## src/rtl/mmio_uart_tx_pkg.sv

```systemverilog
// Shared types and constants for the memory-mapped UART transmit port.
package mmio_uart_tx_pkg;

   // Store address that routes data to the UART instead of memory
   localparam logic [15:0] MMIO_TX_ADDR = 16'hABCD;

   // UART frame sequencer states
   typedef enum logic [1:0] {
      ST_IDLE  = 2'd0,
      ST_START = 2'd1,
      ST_DATA  = 2'd2,
      ST_STOP  = 2'd3
   } uart_state_e;

   // Occupancy counter width: must hold 0..depth inclusive
   function automatic int unsigned lvl_w(input int unsigned depth);
      return $clog2(depth) + 1;
   endfunction

endpackage

```

## src/rtl/mmio_uart_tx_if.sv

```systemverilog
// Store-side bus from the control unit / ALU into the MMIO UART port.
interface mmio_uart_tx_if;
   logic        st_en;
   logic        abcd_hit;
   logic        st_byte;
   logic [31:0] st_data;
   logic        stall;

   modport master (output st_en, abcd_hit, st_byte, st_data, input stall);
   modport slave  (input st_en, abcd_hit, st_byte, st_data, output stall);
endinterface

```

## src/rtl/mmio_uart_tx_byte_fifo.sv

```systemverilog
// Byte FIFO with a 1-or-4 byte write port and a single-byte read port.
module mmio_uart_tx_byte_fifo
   import mmio_uart_tx_pkg::*;
#(
   parameter int unsigned DEPTH = 8
) (
   input  logic                      clk,
   input  logic                      rst_n,
   input  logic                      wr_en_i,
   input  logic                      wr_quad_i,
   input  logic [31:0]               wr_data_i,
   input  logic                      rd_en_i,
   output logic [7:0]                rd_data_o,
   output logic [lvl_w(DEPTH)-1:0]   level_o
);
   localparam int unsigned AW = $clog2(DEPTH);
   localparam int unsigned LW = lvl_w(DEPTH);

   logic [7:0]    mem_q [DEPTH];
   logic [AW-1:0] wr_ptr_q, wr_ptr_d, rd_ptr_q, rd_ptr_d;
   logic [AW-1:0] wp1_c, wp2_c, wp3_c;
   logic [LW-1:0] level_q, level_d;
   logic          rd_c;

   // Pointer and occupancy next-state; reads from an empty FIFO are dropped
   always_comb begin
      rd_c     = rd_en_i & (level_q != '0);
      wp1_c    = AW'(wr_ptr_q + AW'(1));
      wp2_c    = AW'(wr_ptr_q + AW'(2));
      wp3_c    = AW'(wr_ptr_q + AW'(3));
      wr_ptr_d = wr_ptr_q;
      rd_ptr_d = rd_ptr_q;
      level_d  = level_q;
      if (wr_en_i) begin
         wr_ptr_d = wr_quad_i ? AW'(wr_ptr_q + AW'(4)) : wp1_c;
         level_d  = LW'(level_d + (wr_quad_i ? LW'(4) : LW'(1)));
      end
      if (rd_c) begin
         rd_ptr_d = AW'(rd_ptr_q + AW'(1));
         level_d  = LW'(level_d - LW'(1));
      end
   end

   // Storage: a word store lands MSB byte first so it is transmitted first
   always_ff @(posedge clk) begin
      if (wr_en_i) begin
         if (wr_quad_i) begin
            mem_q[wr_ptr_q] <= wr_data_i[31:24];
            mem_q[wp1_c]    <= wr_data_i[23:16];
            mem_q[wp2_c]    <= wr_data_i[15:8];
            mem_q[wp3_c]    <= wr_data_i[7:0];
         end else begin
            mem_q[wr_ptr_q] <= wr_data_i[7:0];
         end
      end
   end

   // Pointer and occupancy registers
   always_ff @(posedge clk) begin
      if (!rst_n) begin
         wr_ptr_q <= '0;
         rd_ptr_q <= '0;
         level_q  <= '0;
      end else begin
         wr_ptr_q <= wr_ptr_d;
         rd_ptr_q <= rd_ptr_d;
         level_q  <= level_d;
      end
   end

   assign rd_data_o = mem_q[rd_ptr_q];
   assign level_o   = level_q;

endmodule

```

## src/rtl/mmio_uart_tx.sv

```systemverilog
// MMIO UART transmitter: queues stores to 0xABCD and sends them 8N1.
module mmio_uart_tx
   import mmio_uart_tx_pkg::*;
#(
   parameter int unsigned CLKS_PER_BIT = 434,
   parameter int unsigned FIFO_DEPTH   = 8
) (
   input  logic                          clk,
   input  logic                          rst_n,
   mmio_uart_tx_if.slave                 st,
   output logic                          tx,
   output logic                          busy,
   output logic [lvl_w(FIFO_DEPTH)-1:0]  level
);
   localparam int unsigned LW = lvl_w(FIFO_DEPTH);
   localparam int unsigned BW = $clog2(CLKS_PER_BIT);

   logic          hit_c, fits_c, acc_c, pop_c, baud_done_c;
   logic [LW-1:0] need_c, free_c;
   logic [7:0]    rd_byte;

   uart_state_e   state_q;
   logic [BW-1:0] baud_q;
   logic [2:0]    bit_q;
   logic [7:0]    shift_q;
   logic          tx_q;

   // Accept/stall decision uses the current level, ignoring a same-cycle pop
   always_comb begin
      hit_c       = st.st_en & st.abcd_hit;
      need_c      = st.st_byte ? LW'(1) : LW'(4);
      free_c      = LW'(LW'(FIFO_DEPTH) - level);
      fits_c      = (free_c >= need_c);
      acc_c       = hit_c & fits_c;
      baud_done_c = (baud_q == BW'(CLKS_PER_BIT - 1));
      pop_c       = (level != '0) &
                    ((state_q == ST_IDLE) | ((state_q == ST_STOP) & baud_done_c));
   end

   assign st.stall = hit_c & ~fits_c;

   mmio_uart_tx_byte_fifo #(.DEPTH(FIFO_DEPTH)) u_fifo (
      .clk       (clk),
      .rst_n     (rst_n),
      .wr_en_i   (acc_c),
      .wr_quad_i (~st.st_byte),
      .wr_data_i (st.st_data),
      .rd_en_i   (pop_c),
      .rd_data_o (rd_byte),
      .level_o   (level)
   );

   // Frame sequencer; tx is registered alongside the state so it tracks it exactly
   always_ff @(posedge clk) begin
      if (!rst_n) begin
         state_q <= ST_IDLE;
         baud_q  <= '0;
         bit_q   <= '0;
         shift_q <= '0;
         tx_q    <= 1'b1;
      end else begin
         case (state_q)
            ST_IDLE: begin
               if (pop_c) begin
                  state_q <= ST_START;
                  baud_q  <= '0;
                  shift_q <= rd_byte;
                  tx_q    <= 1'b0;
               end
            end
            ST_START: begin
               if (baud_done_c) begin
                  state_q <= ST_DATA;
                  baud_q  <= '0;
                  bit_q   <= '0;
                  tx_q    <= shift_q[0];
               end else begin
                  baud_q <= BW'(baud_q + BW'(1));
               end
            end
            ST_DATA: begin
               if (baud_done_c) begin
                  baud_q  <= '0;
                  shift_q <= {1'b0, shift_q[7:1]};
                  if (bit_q == 3'd7) begin
                     state_q <= ST_STOP;
                     tx_q    <= 1'b1;
                  end else begin
                     bit_q <= 3'(bit_q + 3'd1);
                     tx_q  <= shift_q[1];
                  end
               end else begin
                  baud_q <= BW'(baud_q + BW'(1));
               end
            end
            ST_STOP: begin
               if (baud_done_c) begin
                  baud_q <= '0;
                  if (pop_c) begin
                     state_q <= ST_START;
                     shift_q <= rd_byte;
                     tx_q    <= 1'b0;
                  end else begin
                     state_q <= ST_IDLE;
                     tx_q    <= 1'b1;
                  end
               end else begin
                  baud_q <= BW'(baud_q + BW'(1));
               end
            end
            default: begin
               state_q <= ST_IDLE;
               tx_q    <= 1'b1;
            end
         endcase
      end
   end

   assign tx   = tx_q;
   assign busy = (level != '0) | (state_q != ST_IDLE);

endmodule

```

## src/flat_wrapper.sv

```systemverilog
// flat-port wrapper written by rule: the top's interface ports become plain ports
module mmio_uart_tx_flat import mmio_uart_tx_pkg::*;
#(
   parameter int unsigned CLKS_PER_BIT = 434,
   parameter int unsigned FIFO_DEPTH   = 8
)
  (clk, rst_n, tx, busy, level, st_st_en, st_abcd_hit, st_st_byte, st_st_data, st_stall);
  mmio_uart_tx_if st_i ();
  input  logic clk;
  input  logic rst_n;
  output logic tx;
  output logic busy;
  output logic [lvl_w(FIFO_DEPTH)-1:0] level;
  input wire logic [$bits(st_i.st_en)-1:0] st_st_en;
  input wire logic [$bits(st_i.abcd_hit)-1:0] st_abcd_hit;
  input wire logic [$bits(st_i.st_byte)-1:0] st_st_byte;
  input wire logic [$bits(st_i.st_data)-1:0] st_st_data;
  output wire logic [$bits(st_i.stall)-1:0] st_stall;
  assign st_i.st_en = st_st_en;
  assign st_i.abcd_hit = st_abcd_hit;
  assign st_i.st_byte = st_st_byte;
  assign st_i.st_data = st_st_data;
  assign st_stall = st_i.stall;
  mmio_uart_tx #(.CLKS_PER_BIT(CLKS_PER_BIT), .FIFO_DEPTH(FIFO_DEPTH)) u_core (.clk(clk), .rst_n(rst_n), .st(st_i), .tx(tx), .busy(busy), .level(level));
endmodule
```

## config.mk

```make
export PLATFORM = sky130hd
export DESIGN_NAME = mmio_uart_tx_flat
export DESIGN_NICKNAME = d
export VERILOG_FILES = /design/src/rtl/mmio_uart_tx_pkg.sv /design/src/rtl/mmio_uart_tx_if.sv /design/src/rtl/mmio_uart_tx_byte_fifo.sv /design/src/rtl/mmio_uart_tx.sv /design/src/flat_wrapper.sv
export SDC_FILE = /design/constraint.sdc
export NUM_CORES = 1
export LEC_CHECK = 0
export CELL_PAD_IN_SITES_DETAIL_PLACEMENT = 1
export CELL_PAD_IN_SITES_GLOBAL_PLACEMENT = 1
export CORE_ASPECT_RATIO = 1.75
export CORE_MARGIN = 2
export CORE_UTILIZATION = 43
export DETAILED_ROUTE_END_ITERATION = 8
export PLACE_DENSITY = 0.83
export RECOVER_POWER = 100
export SYNTH_ARGS = -nofsm -noshare
export SYNTH_HDL_FRONTEND = slang
export SYNTH_SLANG_ARGS = --single-unit
```

## constraint.sdc

```tcl
create_clock -name clk -period 3.1 [get_ports clk]
set_input_delay 0.465 -clock clk [delete_from_list [all_inputs] [get_ports clk]]
set_output_delay 0.465 -clock clk [all_outputs]
set_load 0.02 [all_outputs]
```

# Yosys cells after proc, flatten, opt, wreduce, memory -nomap -nowiden
# Memories as Yosys holds them, arrays and structs flattened. A register that Yosys moved wholly into a read port is not among the register bits.
# Index checks and enable logic that the tools add are counted.
# Widths: inputs -> output; s select.
[word_totals]
word_cells = 89
in_bits = 37
regBits = 33
mem_bits_rw = 64
mem_count = 1
output_inout_bits = 7
[op_classes]
order_cmp = 1
n_eq_ne = 11
addsub = 10
n_bitwise = 10
mux = 38
reduce_logical = 10
[mem_list]
columns = ["memory", "depth", "word_bits", "rd", "rd_clocked_by_memory_dff", "wr", "line", "text"]
rows = [
  ["u_core.u_fifo.mem_q", 8, 8, 1, 1, 4, "mmio_uart_tx_byte_fifo.sv:19", "logic [7:0] mem_q [DEPTH];"],
]
[op_table]
columns = ["op", "count"]
rows = [
  ["$mux 8", 4],
  ["$pmux 8 s3", 1],
  ["$mux 3", 7],
  ["$mux 9", 2],
  ["$pmux 9 s2", 1],
  ["$mux 1", 13],
  ["$mux 2", 5],
  ["$add 3x1->3 const B", 3],
  ["$add 9x1->9 const B", 1],
  ["$eq 9x9->1 const B", 1],
  ["$mux 4", 2],
  ["$ne 2x1->1 const B", 4],
  ["$pmux 2 s4", 1],
  ["$reduce_and 4->1", 2],
  ["$add 3x2->3 const B", 2],
  ["$and 1x1->1", 6],
  ["$pmux 3 s2", 1],
  ["$reduce_and 5->1", 1],
  ["$add 4x4->4", 1],
  ["$eq 2x2->1 const B", 2],
  ["$ge 4x4->1", 1],
  ["$ne 2x2->1 const B", 2],
  ["$pmux 1 s4", 1],
  ["$reduce_bool 2->1", 2],
  ["12 further kinds", 14],
]

# Logic depth before layout (Yosys ltp)
[logic_depth]
word_depth = 7
ltp_mapped = 12
mapped_depth_nobuf = 11

# By module
# From an unflattened synthesis, not the netlist that was laid out.
[hier_totals]
hier_cells = 707
hier_area_um2 = 6995.5
[by_module_without_submodules]
columns = ["module", "n_inst", "seq_area_each_um2", "area_per_inst_um2", "cells_per_inst"]
rows = [
  ["mmio_uart_tx_byte_fifo", 1, 2182.1, 5541.6, 538],
  ["mmio_uart_tx", 1, 460.4, 1453.9, 169],
]

# Worst setup path before layout
# OpenSTA, ideal clock, no wires.
[synth_timing]
path_type = "register to register"
startpoint = "reg u_core.u_fifo.level_q[0], in the netlist u_core.u_fifo.level_o[0]"
endpoint = "mem u_core.u_fifo.mem_q[4][0] (enable)"
stages_incl_launch_ff = 10
setup_slack_ns = -0.277
required_time_ns = 2.696
path_buffers = 2
arrival_time_ns = 2.973
period_less_slack_ns = 3.377
setup_time_ns = 0.404
cell_sequence = "dfxtp_1 inv_1 ha_1 xnor2_1 ha_1 a2111o_1 buf_2 buf_6 nand4_1 o311ai_0"
[synth_lines]
columns = ["element", "line", "text"]
rows = [
  ["from (decl)", "mmio_uart_tx_byte_fifo.sv:22", "logic [LW-1:0] level_q, level_d;"],
  ["from (signal assigned)", "mmio_uart_tx_byte_fifo.sv:67", "level_q <= level_d;"],
  ["to (decl)", "mmio_uart_tx_byte_fifo.sv:19", ""],
]

==> results.py <==
metrics = {
    "hold_path": {
        "hold_path.class": "flop to flop",
        "worst_hold_path.num_cells": 2,
    },
    "drt": {
        "wirelength_mm": 26.73,
        "detail_route.vias_per_cell": 6.803,
        "drtIter0Drc": 529,
        "drc_errors": 0,
        "post_drt_wl_per_cell_um": 27.61,
        "ant_nets": 0,
        "dr_total_vias": 6585,
        "drtPass1Iterations": 5,
    },
    "critical_path": {
        "required_ns": 3.31,
        "cp_slowest_cell": "nor2_2",
        "slowest_delay_ns": 0.86,
        "cp-end-kind": "flop",
        "critical_path_class": "flop to flop",
        "startpoint_type": "flop",
        "arrival_ns": 3.29,
        "worstPathMaxFanout": 16,
        "worstRegToRegCells": 10,
        "crit_path_cell_trace": "inv_2 -> ha_4 -> xnor2_1 -> ha_1 -> a2111o_1 -> buf_12 -> nand2_2 -> nor2_2 -> a32oi_1 -> nand2_1",
    },
    "finish": {
        "layout_common_cells": "nor2_1, edfxtp_1, nand2_1, buf_4, a21oi_1",
        "nets": 831,
        "final_layout_size_suffix_gt1_share_pct": 17.97,
        "final_common_cell": "nor2_1",
        "diodes": 0,
        "fill_cells": 1750,
        "final_util_pct": 53.76,
        "area_growth_pct": 22.95,
    },
    "timing": {
        "final-hold-violation-count": 0,
        "fmax_mhz": 324.7,
        "fin_skew_ns": 0.009679,
        "relSlewSlack_pct": 24.26,
        "period_share_pct": 99.35,
        "worstMarginPinSlew_ns": 1.132,
        "finalSetupViolCount": 0,
        "drv_slew": 0,
        "min_period_ns": 3.080,
        "finalSetupTns_ns": 0,
    },
    "floorplan": {
        "start_util_pct": 43.72,
        "die_h_um": 171.7,
        "die-area_um2": 17130,
        "ios": 44,
        "fp.coreArea_um2": 15800,
        "core.rowCount": 61,
        "die_w_um": 99.81,
    },
    "synthesis": {
        "synthArstFlopShare_pct": 0,
        "synth_flop_cell": "edfxtp_1",
        "synth_mux_area_share_pct": 10.87,
        "ys_warn_count": 0,
        "synth_top_family_by_area": "compound AO/OA/AOI/OAI gates",
        "synth.net_count": 756,
        "synth_top_cell_by_area": "edfxtp_1",
        "synth_top_area_share_pct": 27.82,
        "synth_edf_count": 64,
        "synthTopCellsByArea": "edfxtp_1, dfxtp_1, a221o_1, mux4_2, nor2_1",
        "synth_fa_ha_area_share_pct": 3.623,
        "synth-xor-area-share_pct": 1.648,
        "synth_seq_cells": 100,
        "synth_simple_gate_area_share_pct": 17.51,
        "netlist_area_um2": 6908,
        "netlist_instances": 699,
        "yosysSeqAreaShare_pct": 38.25,
        "avgSynthCellArea_um2": 9.883,
        "yosysUniqueCellTypes": 61,
        "synth_compound_area_share_pct": 23.96,
    },
    "run": {
        "maxCapViolations": 0,
    },
    "power_and_ir_drop": {
        "p_leak_nw": 3.181,
        "p_per_area_nw_per_um2": 673.8,
        "p_total_w": 0.005722,
        "vdd_ir_drop_max_mv": 0.3690,
    },
    "global_route": {
        "antenna_found_initial": 0,
        "first_global_vias": 7013,
        "grt_max_degree": 44,
        "grt_pass1_wl_mm": 39.94,
        "grt_remaining_overflow": 0,
        "grt_usage_pct": 31.32,
    },
    "clock_tree": {
        "clk_pin_slew_ns": 0.07,
        "clockBufferDepth": 2,
        "cts.sinks": 100,
        "cts_max_level": 3,
        "numCtsBuffers": 9,
        "worstSkewPairLatency_ns": 0.35,
        "cts_root_buffer": "clkbuf_16",
        "cts_tree": "yes",
    },
    "placed_design": {
        "dp_hpwl_mm": 18.82,
        "port-buffer-count": 43,
        "gp_congestion": 0.9845,
    },
    "status": {
        "status": "complete, no violations",
    },
}
-- repair_timing --
| item | 4_1_cts | 5_1_grt |
|---|---|---|
| setup buffers | 1 | 3 |
| setup endpoints to repair | 4 | 67 |
| gates resized for setup | 1 | 15 |
| pin swaps | 0 | 5 |
| hold buffers | 0 | 0 |
-- sequential cells by signal, indices dropped and copies added, names as in the netlist, named ones only --
| register | flops |
|---|---|
| u_core.baud_q | 9 |
| u_core.bit_q | 3 |
| u_core.shift_q | 8 |
| u_core.state_q | 2 |
| u_core.tx | 1 |
| u_core.u_fifo.level_o | 4 |
| u_core.u_fifo.mem_q | 64 |
| u_core.u_fifo.rd_ptr_q | 3 |
| u_core.u_fifo.wr_ptr_q | 3 |
-- final cells by class --
type | count | area [µm²] | share of cell area (%)
flip-flops and latches | 100 | 2648 | 31.17
repair buffers | 115 | 1231 | 14.50
multi-input cells | 536 | 4039 | 47.55
clock buffers | 11 | 254.0 | 2.991
inverters | 12 | 45.04 | 0.5303
well taps | 189 | 236.5 | 2.784
clock inverters | 5 | 40.04 | 0.4714
-- routing by layer --
metal	global-route usage (%)	routed length, µm	up-vias
met3	3.779	1812	147
met2	55.96	13640	347
li1	-	-	2857
met4	21.56	2141	0
met5	0	0	-
met1	34.02	9131	3234
-- worst max-delay path, delay by kind of cell, from the launching register on --
kind,cells,cell delay (ns)
fa+ha+maj,2,0.55
compound gates,2,0.51
buf+inv,2,0.22
flops,1,0.38
simple gates,3,1.13
xor+xnor,1,0.14
-- synth_stat cells, types with 2 or more instances --
cell / n
a211o_1: 24
a211oi_1: 22
a211oi_2: 3
a21boi_0: 2
a21oi_1: 43
a221o_1: 40
a31oi_1: 4
a32oi_1: 17
and2_1: 33
and3_1: 6
and4b_1: 2
buf_1: 10
buf_2: 14
buf_4: 2
clkbuf_1: 23
dfxtp_1: 36
edfxtp_1: 64
ha_1: 20
inv_1: 12
mux2i_1: 21
mux2i_4: 8
mux4_2: 16
nand2_1: 50
nand2b_1: 2
nand3_1: 13
nand3_2: 4
nand4_1: 2
nor2_1: 78
nor2b_1: 25
nor3_1: 7
nor3b_1: 6
o21ai_0: 21
o221a_2: 2
o22ai_1: 26
o31ai_1: 2
or3_1: 3
xnor2_1: 7
xor2_1: 6
-- where the power goes --
part / leakage, nW / internal [W] / switching [W] / total, W
sequential: 0.876 / 0.00164 / 0.000150 / 0.00179
combinational: 2.16 / 0.00121 / 0.00156 / 0.00278
clock: 0.146 / 0.000605 / 0.000554 / 0.00116
total: 3.18 / 0.00346 / 0.00227 / 0.00572
-- metrics by stage --
step / cell area, µm² / hold WS [ns] / instances / worst slack [ns]
final: 8493 / 0.4687 / 968 / 0.02009
after global routing: 8493 / 0.5266 / 968 / -0.03136
after CTS: 8413 / 0.4784 / 965 / -0.01705
after detailed placement: 8113 / 0.4612 / 948 / -0.3700
after global placement: 8113 / 0.4514 / 948 / -0.2941
after floorplan: 6910 / 0.4592 / 699 / 0.1208
-- logic make-up after synthesis --
family | Yosys count
flip-flops | 100
AO/OA/AOI/OAI | 219
XOR/XNOR | 13
adder cells (fa/ha/maj) | 20
AND/OR/NAND/NOR | 239
multiplexers | 45
buffers and inverters | 63
-- path summary, 6_finish.rpt --
check | from | to | slack (ns)
max reg2reg | u_core.u_fifo.level_o[1]$_SDFF_PN0_ | u_core.u_fifo.mem_q[1][7]$_DFFE_PP_ | 0.02
min reg2reg | u_core.tx$_SDFFE_PN1P_ | u_core.tx$_SDFFE_PN1P_ | 0.47
max | u_core.u_fifo.level_o[1]$_SDFF_PN0_ | u_core.u_fifo.mem_q[1][7]$_DFFE_PP_ | 0.02
min | u_core.tx$_SDFFE_PN1P_ | u_core.tx$_SDFFE_PN1P_ | 0.47
No activity file was read; power rests on OpenSTA's default activity.
